**config.mk**
```make
export PLATFORM = sky130hd
export DESIGN_NAME = stb_dcache_arbiter
export DESIGN_NICKNAME = d
export VERILOG_FILES = /design/src/rtl/stb_dcache_arbiter.sv
export SDC_FILE = /design/constraint.sdc
export NUM_CORES = 1
export LEC_CHECK = 0
export CAP_MARGIN = 40
export CORE_MARGIN = 4
export CORE_UTILIZATION = 30
export CTS_CLUSTER_SIZE = 12
export DETAILED_ROUTE_END_ITERATION = 16
export SLEW_MARGIN = 20
export SYNTH_ARGS = -nofsm -noshare
export SYNTH_HDL_FRONTEND = slang
export SYNTH_SLANG_ARGS = --single-unit
```
**constraint.sdc**
```tcl
create_clock -name clk -period 2.7 [get_ports clk]
set_clock_uncertainty 0.05 [all_clocks]
set_input_delay 0.27 -clock clk [delete_from_list [all_inputs] [get_ports clk]]
set_output_delay 0.27 -clock clk [all_outputs]
set_load 0.02 [all_outputs]
```
**src/rtl/stb_dcache_arbiter.sv**
```systemverilog
// stb_dcache_arbiter: shares one dcache port between the store-buffer drain
// path and the load path of the LSU. One access is in flight at a time.
//
// Ports:
//   clk, rst_n                 clock and async active-low reset
//   stb2arb_*                  store drain request and fields (held until ack)
//   arb2stb_ack                one-cycle store-complete pulse
//   stb_full, stb_empty        store-buffer occupancy status
//   lsu2arb_*                  load request and fields (held until ack)
//   arb2lsu_ack                one-cycle load-complete pulse
//   arb2lsu_rdata              data of the last completed load
//   fence_i                    drain-all request pulse
//   arb2lsu_fence_done         one-cycle pulse once the store buffer is drained
//   arb2dcache_*               dcache request, fields, write enable, mem select
//   dcache2arb_ack / _rdata    dcache completion and read data
module stb_dcache_arbiter #(
  parameter int unsigned ADDR_WIDTH     = 32,
  parameter int unsigned DATA_WIDTH     = 32,
  parameter int unsigned BYTE_SEL_WIDTH = 4,
  parameter int unsigned STARVE_LIMIT   = 4
) (
  input  logic                      clk,
  input  logic                      rst_n,
  input  logic                      stb2arb_req,
  input  logic [ADDR_WIDTH-1:0]     stb2arb_addr,
  input  logic [DATA_WIDTH-1:0]     stb2arb_wdata,
  input  logic [BYTE_SEL_WIDTH-1:0] stb2arb_sel_byte,
  output logic                      arb2stb_ack,
  input  logic                      stb_full,
  input  logic                      stb_empty,
  input  logic                      lsu2arb_req,
  input  logic [ADDR_WIDTH-1:0]     lsu2arb_addr,
  input  logic [BYTE_SEL_WIDTH-1:0] lsu2arb_sel_byte,
  output logic                      arb2lsu_ack,
  output logic [DATA_WIDTH-1:0]     arb2lsu_rdata,
  input  logic                      fence_i,
  output logic                      arb2lsu_fence_done,
  output logic [ADDR_WIDTH-1:0]     arb2dcache_addr,
  output logic [DATA_WIDTH-1:0]     arb2dcache_wdata,
  output logic [BYTE_SEL_WIDTH-1:0] arb2dcache_sel_byte,
  output logic                      arb2dcache_req,
  output logic                      arb2dcache_w_en,
  output logic                      arb2dcache_dmem_sel,
  input  logic                      dcache2arb_ack,
  input  logic [DATA_WIDTH-1:0]     dcache2arb_rdata
);

  localparam int unsigned CNT_W = 4;
  localparam logic [CNT_W-1:0] STARVE_MAX = CNT_W'(STARVE_LIMIT);

  typedef enum logic [1:0] {
    IDLE  = 2'd0,
    STORE = 2'd1,
    LOAD  = 2'd2
  } state_e;

  state_e                    state_q, state_d;
  logic [CNT_W-1:0]          starve_cnt_q, starve_cnt_d;
  logic                      fence_pending_q, fence_pending_d;
  logic                      stb_ack_q, stb_ack_d;
  logic                      lsu_ack_q, lsu_ack_d;
  logic [DATA_WIDTH-1:0]     rdata_q, rdata_d;
  logic                      fence_done_q, fence_done_d;
  logic [ADDR_WIDTH-1:0]     dc_addr_q, dc_addr_d;
  logic [DATA_WIDTH-1:0]     dc_wdata_q, dc_wdata_d;
  logic [BYTE_SEL_WIDTH-1:0] dc_sel_q, dc_sel_d;
  logic                      dc_req_q, dc_req_d;
  logic                      dc_w_en_q, dc_w_en_d;
  logic                      dc_dmem_q, dc_dmem_d;
  logic                      grant_store_c, grant_load_c;

  // State and registered outputs
  always_ff @(posedge clk or negedge rst_n) begin
    if (!rst_n) begin
      state_q         <= IDLE;
      starve_cnt_q    <= '0;
      fence_pending_q <= 1'b0;
      stb_ack_q       <= 1'b0;
      lsu_ack_q       <= 1'b0;
      rdata_q         <= '0;
      fence_done_q    <= 1'b0;
      dc_addr_q       <= '0;
      dc_wdata_q      <= '0;
      dc_sel_q        <= '0;
      dc_req_q        <= 1'b0;
      dc_w_en_q       <= 1'b0;
      dc_dmem_q       <= 1'b0;
    end else begin
      state_q         <= state_d;
      starve_cnt_q    <= starve_cnt_d;
      fence_pending_q <= fence_pending_d;
      stb_ack_q       <= stb_ack_d;
      lsu_ack_q       <= lsu_ack_d;
      rdata_q         <= rdata_d;
      fence_done_q    <= fence_done_d;
      dc_addr_q       <= dc_addr_d;
      dc_wdata_q      <= dc_wdata_d;
      dc_sel_q        <= dc_sel_d;
      dc_req_q        <= dc_req_d;
      dc_w_en_q       <= dc_w_en_d;
      dc_dmem_q       <= dc_dmem_d;
    end
  end

  // Arbitration, access sequencing and fence tracking
  always_comb begin
    state_d         = state_q;
    starve_cnt_d    = starve_cnt_q;
    fence_pending_d = fence_pending_q;
    stb_ack_d       = 1'b0;
    lsu_ack_d       = 1'b0;
    rdata_d         = rdata_q;
    fence_done_d    = 1'b0;
    dc_addr_d       = dc_addr_q;
    dc_wdata_d      = dc_wdata_q;
    dc_sel_d        = dc_sel_q;
    dc_req_d        = dc_req_q;
    dc_w_en_d       = dc_w_en_q;
    dc_dmem_d       = dc_dmem_q;
    grant_store_c   = 1'b0;
    grant_load_c    = 1'b0;

    case (state_q)
      IDLE: begin
        if (!stb2arb_req) begin
          starve_cnt_d = '0;
        end
        if (fence_pending_q && stb_empty && !stb2arb_req) begin
          fence_pending_d = 1'b0;
          fence_done_d    = 1'b1;
        end
        // The cycle carrying an ack pulse is a mandatory gap between grants.
        if (!(stb_ack_q || lsu_ack_q)) begin
          if (stb2arb_req &&
              (fence_pending_q || stb_full || (starve_cnt_q == STARVE_MAX))) begin
            grant_store_c = 1'b1;
          end else if (lsu2arb_req && !fence_pending_q) begin
            grant_load_c = 1'b1;
          end else if (stb2arb_req) begin
            grant_store_c = 1'b1;
          end
        end
        if (grant_store_c) begin
          state_d      = STORE;
          starve_cnt_d = '0;
          dc_addr_d    = stb2arb_addr;
          dc_wdata_d   = stb2arb_wdata;
          dc_sel_d     = stb2arb_sel_byte;
          dc_req_d     = 1'b1;
          dc_w_en_d    = 1'b1;
          dc_dmem_d    = 1'b1;
        end else if (grant_load_c) begin
          state_d    = LOAD;
          dc_addr_d  = lsu2arb_addr;
          dc_wdata_d = '0;
          dc_sel_d   = lsu2arb_sel_byte;
          dc_req_d   = 1'b1;
          dc_w_en_d  = 1'b0;
          dc_dmem_d  = 1'b1;
          // Only loads that bypass a waiting store count toward starvation.
          if (stb2arb_req && (starve_cnt_q != STARVE_MAX)) begin
            starve_cnt_d = starve_cnt_q + CNT_W'(1);
          end
        end
      end
      STORE, LOAD: begin
        if (dcache2arb_ack) begin
          state_d   = IDLE;
          dc_req_d  = 1'b0;
          dc_w_en_d = 1'b0;
          dc_dmem_d = 1'b0;
          if (state_q == STORE) begin
            stb_ack_d = 1'b1;
          end else begin
            lsu_ack_d = 1'b1;
            rdata_d   = dcache2arb_rdata;
          end
        end
      end
      default: begin
        state_d = IDLE;
      end
    endcase

    // A new fence wins over completion of the previous one.
    if (fence_i) begin
      fence_pending_d = 1'b1;
    end
  end

  assign arb2stb_ack         = stb_ack_q;
  assign arb2lsu_ack         = lsu_ack_q;
  assign arb2lsu_rdata       = rdata_q;
  assign arb2lsu_fence_done  = fence_done_q;
  assign arb2dcache_addr     = dc_addr_q;
  assign arb2dcache_wdata    = dc_wdata_q;
  assign arb2dcache_sel_byte = dc_sel_q;
  assign arb2dcache_req      = dc_req_q;
  assign arb2dcache_w_en     = dc_w_en_q;
  assign arb2dcache_dmem_sel = dc_dmem_q;

endmodule

```
==> results.cfg, run 1 <==
[run_status]
status = finished, final reports clean

[power]
seqPwrFrac = 0.336
total_power_w = 0.008471
p_clk_frac = 0.156
power.leakage_nw = 3.517
p_per_area_mw_per_mm2 = 1097
p_int_w = 0.005189
switchingPower_w = 0.003282
p_comb_frac = 0.507
switching_share = 0.3874
vdd_drop_max_v = 0.0005166

[floorplanning]
ios = 250
start_util = 0.3082
dieWidth_microns = 133.2
die_h_microns = 133.2
core_area_sq_mm = 0.01526
row_count = 45
dieArea_sq_mm = 0.01774

[setup_path]
crit_chain = inv_1, ha_1, and3b_1, o211ai_4, buf_12, mux2i_1, o21ai_1
crit_type = reg2reg
cp-start-kind = flip-flop
arrival_ns = 2.16
critPathMaxFanout = 38
cp_slowest_cell = dfrtp_1
critPathBufInv = 2
end_kind = flip-flop
cp_top_family = flip-flops
required_ns = 2.88
critPathMaxStageDelay_ns = 0.41

[yosys]
ys_types = 41
synth_top_cell_by_area = dfrtp_1
synth.most_common_cell = nand2_1
async_flop_share = 1.000
synthTopCellsByArea = dfrtp_1 60%, nand2_1 11%, mux2i_1 7.7%
avgSynthCellArea_sq_um = 10.79
synth-seq-cells = 112
ys_top_cells_by_count = 137 x nand2_1, 112 x dfrtp_1, 36 x mux2i_1
synthCells = 436
yosys_warnings = 0
synth_edf_count = 0
synth_top_area_frac = 0.5959
syn_area_sq_mm = 0.004703
syn_nets = 584
synthFlopType = dfrtp_1
seq_area_frac_synth = 0.5959

[cells_and_area]
final-seq-area_sq_mm = 0.002803
multi_input_area_sq_mm = 0.001705
instances_no_fill = 896
post-route-util = 0.5059
finalNetCount = 828
syn2layout_area_growth_pct = 64.14
drive_gt1_frac = 0.04964
num_antenna_cells = 0
fillers = 1429

[clock_tree]
clk_pin_slew_worst_paths_ns = 0.07
root_buffer = clkbuf_16
tritoncts = built
ctsHoldBuffers = 1
cts_buffer_depth = 2
insertion_delay_ns = 0.35
cts_num_sinks = 112
cts_resized = 0
htree_levels = 3
numCtsBuffers = 9
cts_setup_buffers = 0

[global_route]
antenna_found_initial = 0
grt_pass1_vias = 4202
overflow = 0
grtUsageTotal = 0.1693
grt_max_degree = 47
grt_pass1_wl_microns = 23660

[timing]
fin_ws_ns = 0.7195
finalSetupViolations = 0
period_share = 0.7335
tightest_slew_ns = 0.6209
min_period_ns = 1.981
rsz0062_at_grt = no
finalMaxSlewViolations = 0
hold_viol = 0
relSlewSlack = 0.5861
tns_ns = 0
max_freq_mhz = 504.9

[placement]
hpwl_microns = 11660
dp_cells = 879
place_ws_ns = 0.5103
portBuffers = 249
place.gp.congestion = 0.7999

[route]
via_count = 4134
drt-pass1-iter-count = 4
vias_per_cell = 4.614
drtIter0Drc = 201
drc = 0
ant_nets = 0
drt_wl_total_microns = 15370
routedWlPerCell_microns = 17.15

[min_path]
hold_path.class = in2reg

[run]
drv_cap = 0
## power by group through the flow
stage / logic, W / registers [W] / clock network [W]
2_1_floorplan: 0.00134 / 0.00372 / 0
3_3_place_gp: 0.00432 / 0.00284 / 0
3_5_place_dp: 0.00436 / 0.00287 / 0
4_1_cts: 0.00437 / 0.00286 / 0.00137
5_1_grt: 0.00462 / 0.00295 / 0.00144
6_report: 0.00430 / 0.00285 / 0.00132
## registers in the layout, summed over array words and instances (netlist names)
signal and cells:
arb2dcache_dmem_sel 1, fence_pending_q 1, arb2lsu_ack 1, starve_cnt_q 4
arb2lsu_rdata 32, arb2dcache_wdata 32, arb2dcache_w_en 1, arb2stb_ack 1
arb2dcache_addr 32, state_q 2, arb2dcache_sel_byte 4, arb2lsu_fence_done 1
## cells in the final DEF, fill, tap and decap left out, types with 2 or more instances in the layout
master             n
clkdlybuf4s50_1  248
nand2_1          137
dfrtp_1          112
mux2i_1           36
a22o_1            34
o21ai_0           23
o21ai_1           18
inv_1              9
clkbuf_16          9
buf_4              9
a21oi_1            4
ha_1               4
clkbuf_8           3
buf_12             3
nand3b_1           2
nor2b_1            2
nand4_1            2
o41ai_1            2
a31oi_1            2
clkinv_2           2
clkinv_4           2
## worst register-to-register path: cells and delay by family, from the launching register on
kind	cells	cell delay, ns
AND/OR/NAND/NOR	1	0.24
AO/OA/AOI/OAI	2	0.29
multiplexers	1	0.29
flip-flops	1	0.41
buffers and inverters	2	0.38
adder cells (fa/ha/maj)	1	0.21
## layout make-up
class                           instances  area share
Timing Repair Buffer                  261      0.3394
Multi-Input combinational cell        287      0.2209
Clock inverter                          4    0.003566
Sequential cell                       112      0.3630
Tap cell                              211     0.03420
Inverter                                9    0.004376
Clock buffer                           12     0.03452
## path summary, 6_finish.rpt
path	from	endpoint	slack [ns]	cells past startpoint
min	dcache2arb_rdata[19]	arb2lsu_rdata[19]$_DFFE_PN0P_	0.39	3
min reg2reg	arb2lsu_rdata[17]$_DFFE_PN0P_	arb2lsu_rdata[17]$_DFFE_PN0P_	0.43	2
min in group asynchronous	rst_n	arb2dcache_addr[26]$_DFFE_PN0P_	0.41	2
max in group asynchronous	rst_n	arb2dcache_wdata[12]$_DFFE_PN0P_	1.41	3
max	starve_cnt_q[0]$_DFFE_PN0P_	arb2dcache_addr[22]$_DFFE_PN0P_	0.72	7
max reg2reg	starve_cnt_q[0]$_DFFE_PN0P_	arb2dcache_addr[22]$_DFFE_PN0P_	0.72	7
## logic make-up after synthesis
family	count (synthesis)	share of synthesized area
AO/OA/AOI/OAI	94	0.1391
multiplexers	36	0.07662
adder cells (fa/ha/maj)	4	0.01064
buffers and inverters	37	0.04389
AND/OR/NAND/NOR	153	0.1338
flip-flops	112	0.5959
## per-stage QoR
| stage | instance area [sq um] | hold slack, ns |
|---|---|---|
| 2_1_floorplan | 4703 | -0.07559 |
| 3_3_place_gp | 7416 | 0.2720 |
| 3_5_place_dp | 7416 | 0.2738 |
| 4_1_cts | 7720 | 0.3720 |
| 5_1_grt | 7720 | 0.3732 |
| 6_report | 7720 | 0.3909 |
## metal layers
| metal | track usage | part of all wire | vias up |
|---|---|---|---|
| li1 | - | - | 1970 |
| met1 | 0.2115 | 0.43 | 1961 |
| met2 | 0.2689 | 0.46 | 192 |
| met3 | 0.06495 | 0.093 | 11 |
| met4 | 0.06000 | 0.014 | 0 |
| met5 | 0 | 0 | - |
No activity file was read; power rests on OpenSTA's default activity.
==> run 2, diff against run 1 <==
- clock period: 2.7 -> 1.96 ns (I/O delays scaled with it)
==> run 2 against run 1 <==
Against the previous run:
- sequential cell count stayed put
- routed wire length is 0.25% higher
- final area is 2.7% higher
- largest cell class unchanged
- count of clock-buffer cells in the layout is 2 lower
==> results.cfg, run 2 (synthesis gave the netlist of run 1 again) <==
[run_status]
status = finished, final reports clean

[setup_path]
crit_type = reg2reg
cp_top_family = buffers and inverters
r2r_cells = 8
cp-start-kind = flip-flop
critPathMaxStageDelay_ns = 0.39
arrival_ns = 2.08
end_kind = flip-flop
required_ns = 2.14
cp.depth = 8
crit_chain = inv_1, ha_1, and3b_2, o211ai_4, buf_4, clkbuf_16, mux2i_1, o21ai_1
critPathMaxFanout = 9
cp_slowest_cell = dfrtp_1
critPathBufInv = 3

[route]
ant_nets = 0
drt-pass1-iter-count = 6
drtIter0Drc = 166
vias_per_cell = 4.557
drc = 0
drt_wl_total_microns = 15410
via_count = 4129
routedWlPerCell_microns = 17.01

[power]
p_per_area_mw_per_mm2 = 1507
p_comb_frac = 0.514
power.leakage_nw = 3.617
seqPwrFrac = 0.328
p_clk_frac = 0.158
switchingPower_w = 0.004564
switching_share = 0.3820
p_int_w = 0.007384
vdd_drop_max_v = 0.0006746

[floorplanning]
row_count = 45
core_area_sq_mm = 0.01526
dieArea_sq_mm = 0.01774
start_util = 0.3082
dieWidth_microns = 133.2
ios = 250
die_h_microns = 133.2

[clock_tree]
htree_levels = 3
root_buffer = clkbuf_16
cts_num_sinks = 112
tritoncts = built
cts_buffer_depth = 2
numCtsBuffers = 9
insertion_delay_ns = 0.34
clk_pin_slew_worst_paths_ns = 0.08

[global_route]
grt_pass1_vias = 4237
antenna_found_initial = 0
grtUsageTotal = 0.1673
grt_pass1_wl_microns = 23750
grt_max_degree = 60
overflow = 0

[timing]
fin_ws_ns = 0.05485
period_share = 0.9720
tns_ns = 0
hold_viol = 0
min_period_ns = 1.905
finalSetupViolations = 0
relSlewSlack = 0.6672
finalMaxSlewViolations = 0
tightest_slew_ns = 0.4992
max_freq_mhz = 524.9
hold_ws_ns = 0.3107

[placement]
portBuffers = 249
dp_cells = 885
place_ws_ns = -0.1110
hpwl_microns = 11520
placed_cell_area_sq_mm = 0.007498
place.gp.congestion = 0.8800

[cells_and_area]
multi_input_area_sq_mm = 0.001728
layout_commonest_cell = clkdlybuf4s50_1
num_antenna_cells = 0
final-seq-area_sq_mm = 0.002803
final_area_sq_mm = 0.007928
drive_gt1_frac = 0.06906
syn2layout_area_growth_pct = 68.56
final_cell_mix = 248 x clkdlybuf4s50_1, 137 x nand2_1, 112 x dfrtp_1, 36 x mux2i_1, 34 x a22o_1
instances_no_fill = 906
fillers = 1358
finalNetCount = 839

[min_path]
hold_path.class = in2async

[run]
drv_cap = 0
==> run 2: through the flow <==
step	utilization	power (W)
2_1_floorplan	-	0.006977
3_3_place_gp	0.4914	0.009923
3_5_place_dp	0.4914	0.01002
4_1_cts	0.5120	0.01198
5_1_grt	0.5196	0.01271
6_report	0.5196	0.01195
==> run 2: routing by layer <==
| metal | wire (microns) | track usage |
|---|---|---|
| met1 | 6459 | 0.2071 |
| met2 | 7118 | 0.2686 |
| met3 | 1621 | 0.07175 |
| met4 | 208 | 0.04629 |
| met5 | 0 | 0 |
==> run 2: layout make-up <==
class	count	share of cell area
Inverter	9	0.004261
Clock buffer	10	0.03015
Tap cell	211	0.03330
Multi-Input combinational cell	287	0.2180
Timing Repair Buffer	272	0.3526
Sequential cell	112	0.3535
Clock inverter	5	0.008207
==> run 2: path summary, 6_finish.rpt <==
kind                                          startpoint                              end  slack (ns)
max                          starve_cnt_q[1]$_DFFE_PN0P_  arb2dcache_addr[29]$_DFFE_PN0P_        0.05
min                                                rst_n  arb2dcache_addr[26]$_DFFE_PN0P_        0.31
max reg2reg                  starve_cnt_q[1]$_DFFE_PN0P_  arb2dcache_addr[29]$_DFFE_PN0P_        0.05
min reg2reg                arb2lsu_rdata[17]$_DFFE_PN0P_    arb2lsu_rdata[17]$_DFFE_PN0P_        0.42
max in group asynchronous                          rst_n  arb2dcache_wdata[7]$_DFFE_PN0P_        0.87
min in group clk                    dcache2arb_rdata[27]    arb2lsu_rdata[27]$_DFFE_PN0P_        0.32
==> run 2: repair_timing <==
action / in CTS / in global routing
buffers inserted: 0 / 3
setup endpoints to repair: 0 / 64
hold endpoints to repair: 32 / 0
gates resized for setup: 0 / 8
hold buffers: 1 / 0
==> run 2: power by group through the flow <==
stage | Clock [W] | Sequential [W] | Combinational, W
2_1_floorplan | 0 | 0.00513 | 0.00185
3_3_place_gp | 0 | 0.00391 | 0.00601
3_5_place_dp | 0 | 0.00396 | 0.00606
4_1_cts | 0.00197 | 0.00393 | 0.00608
5_1_grt | 0.00206 | 0.00406 | 0.00659
6_report | 0.00189 | 0.00392 | 0.00614
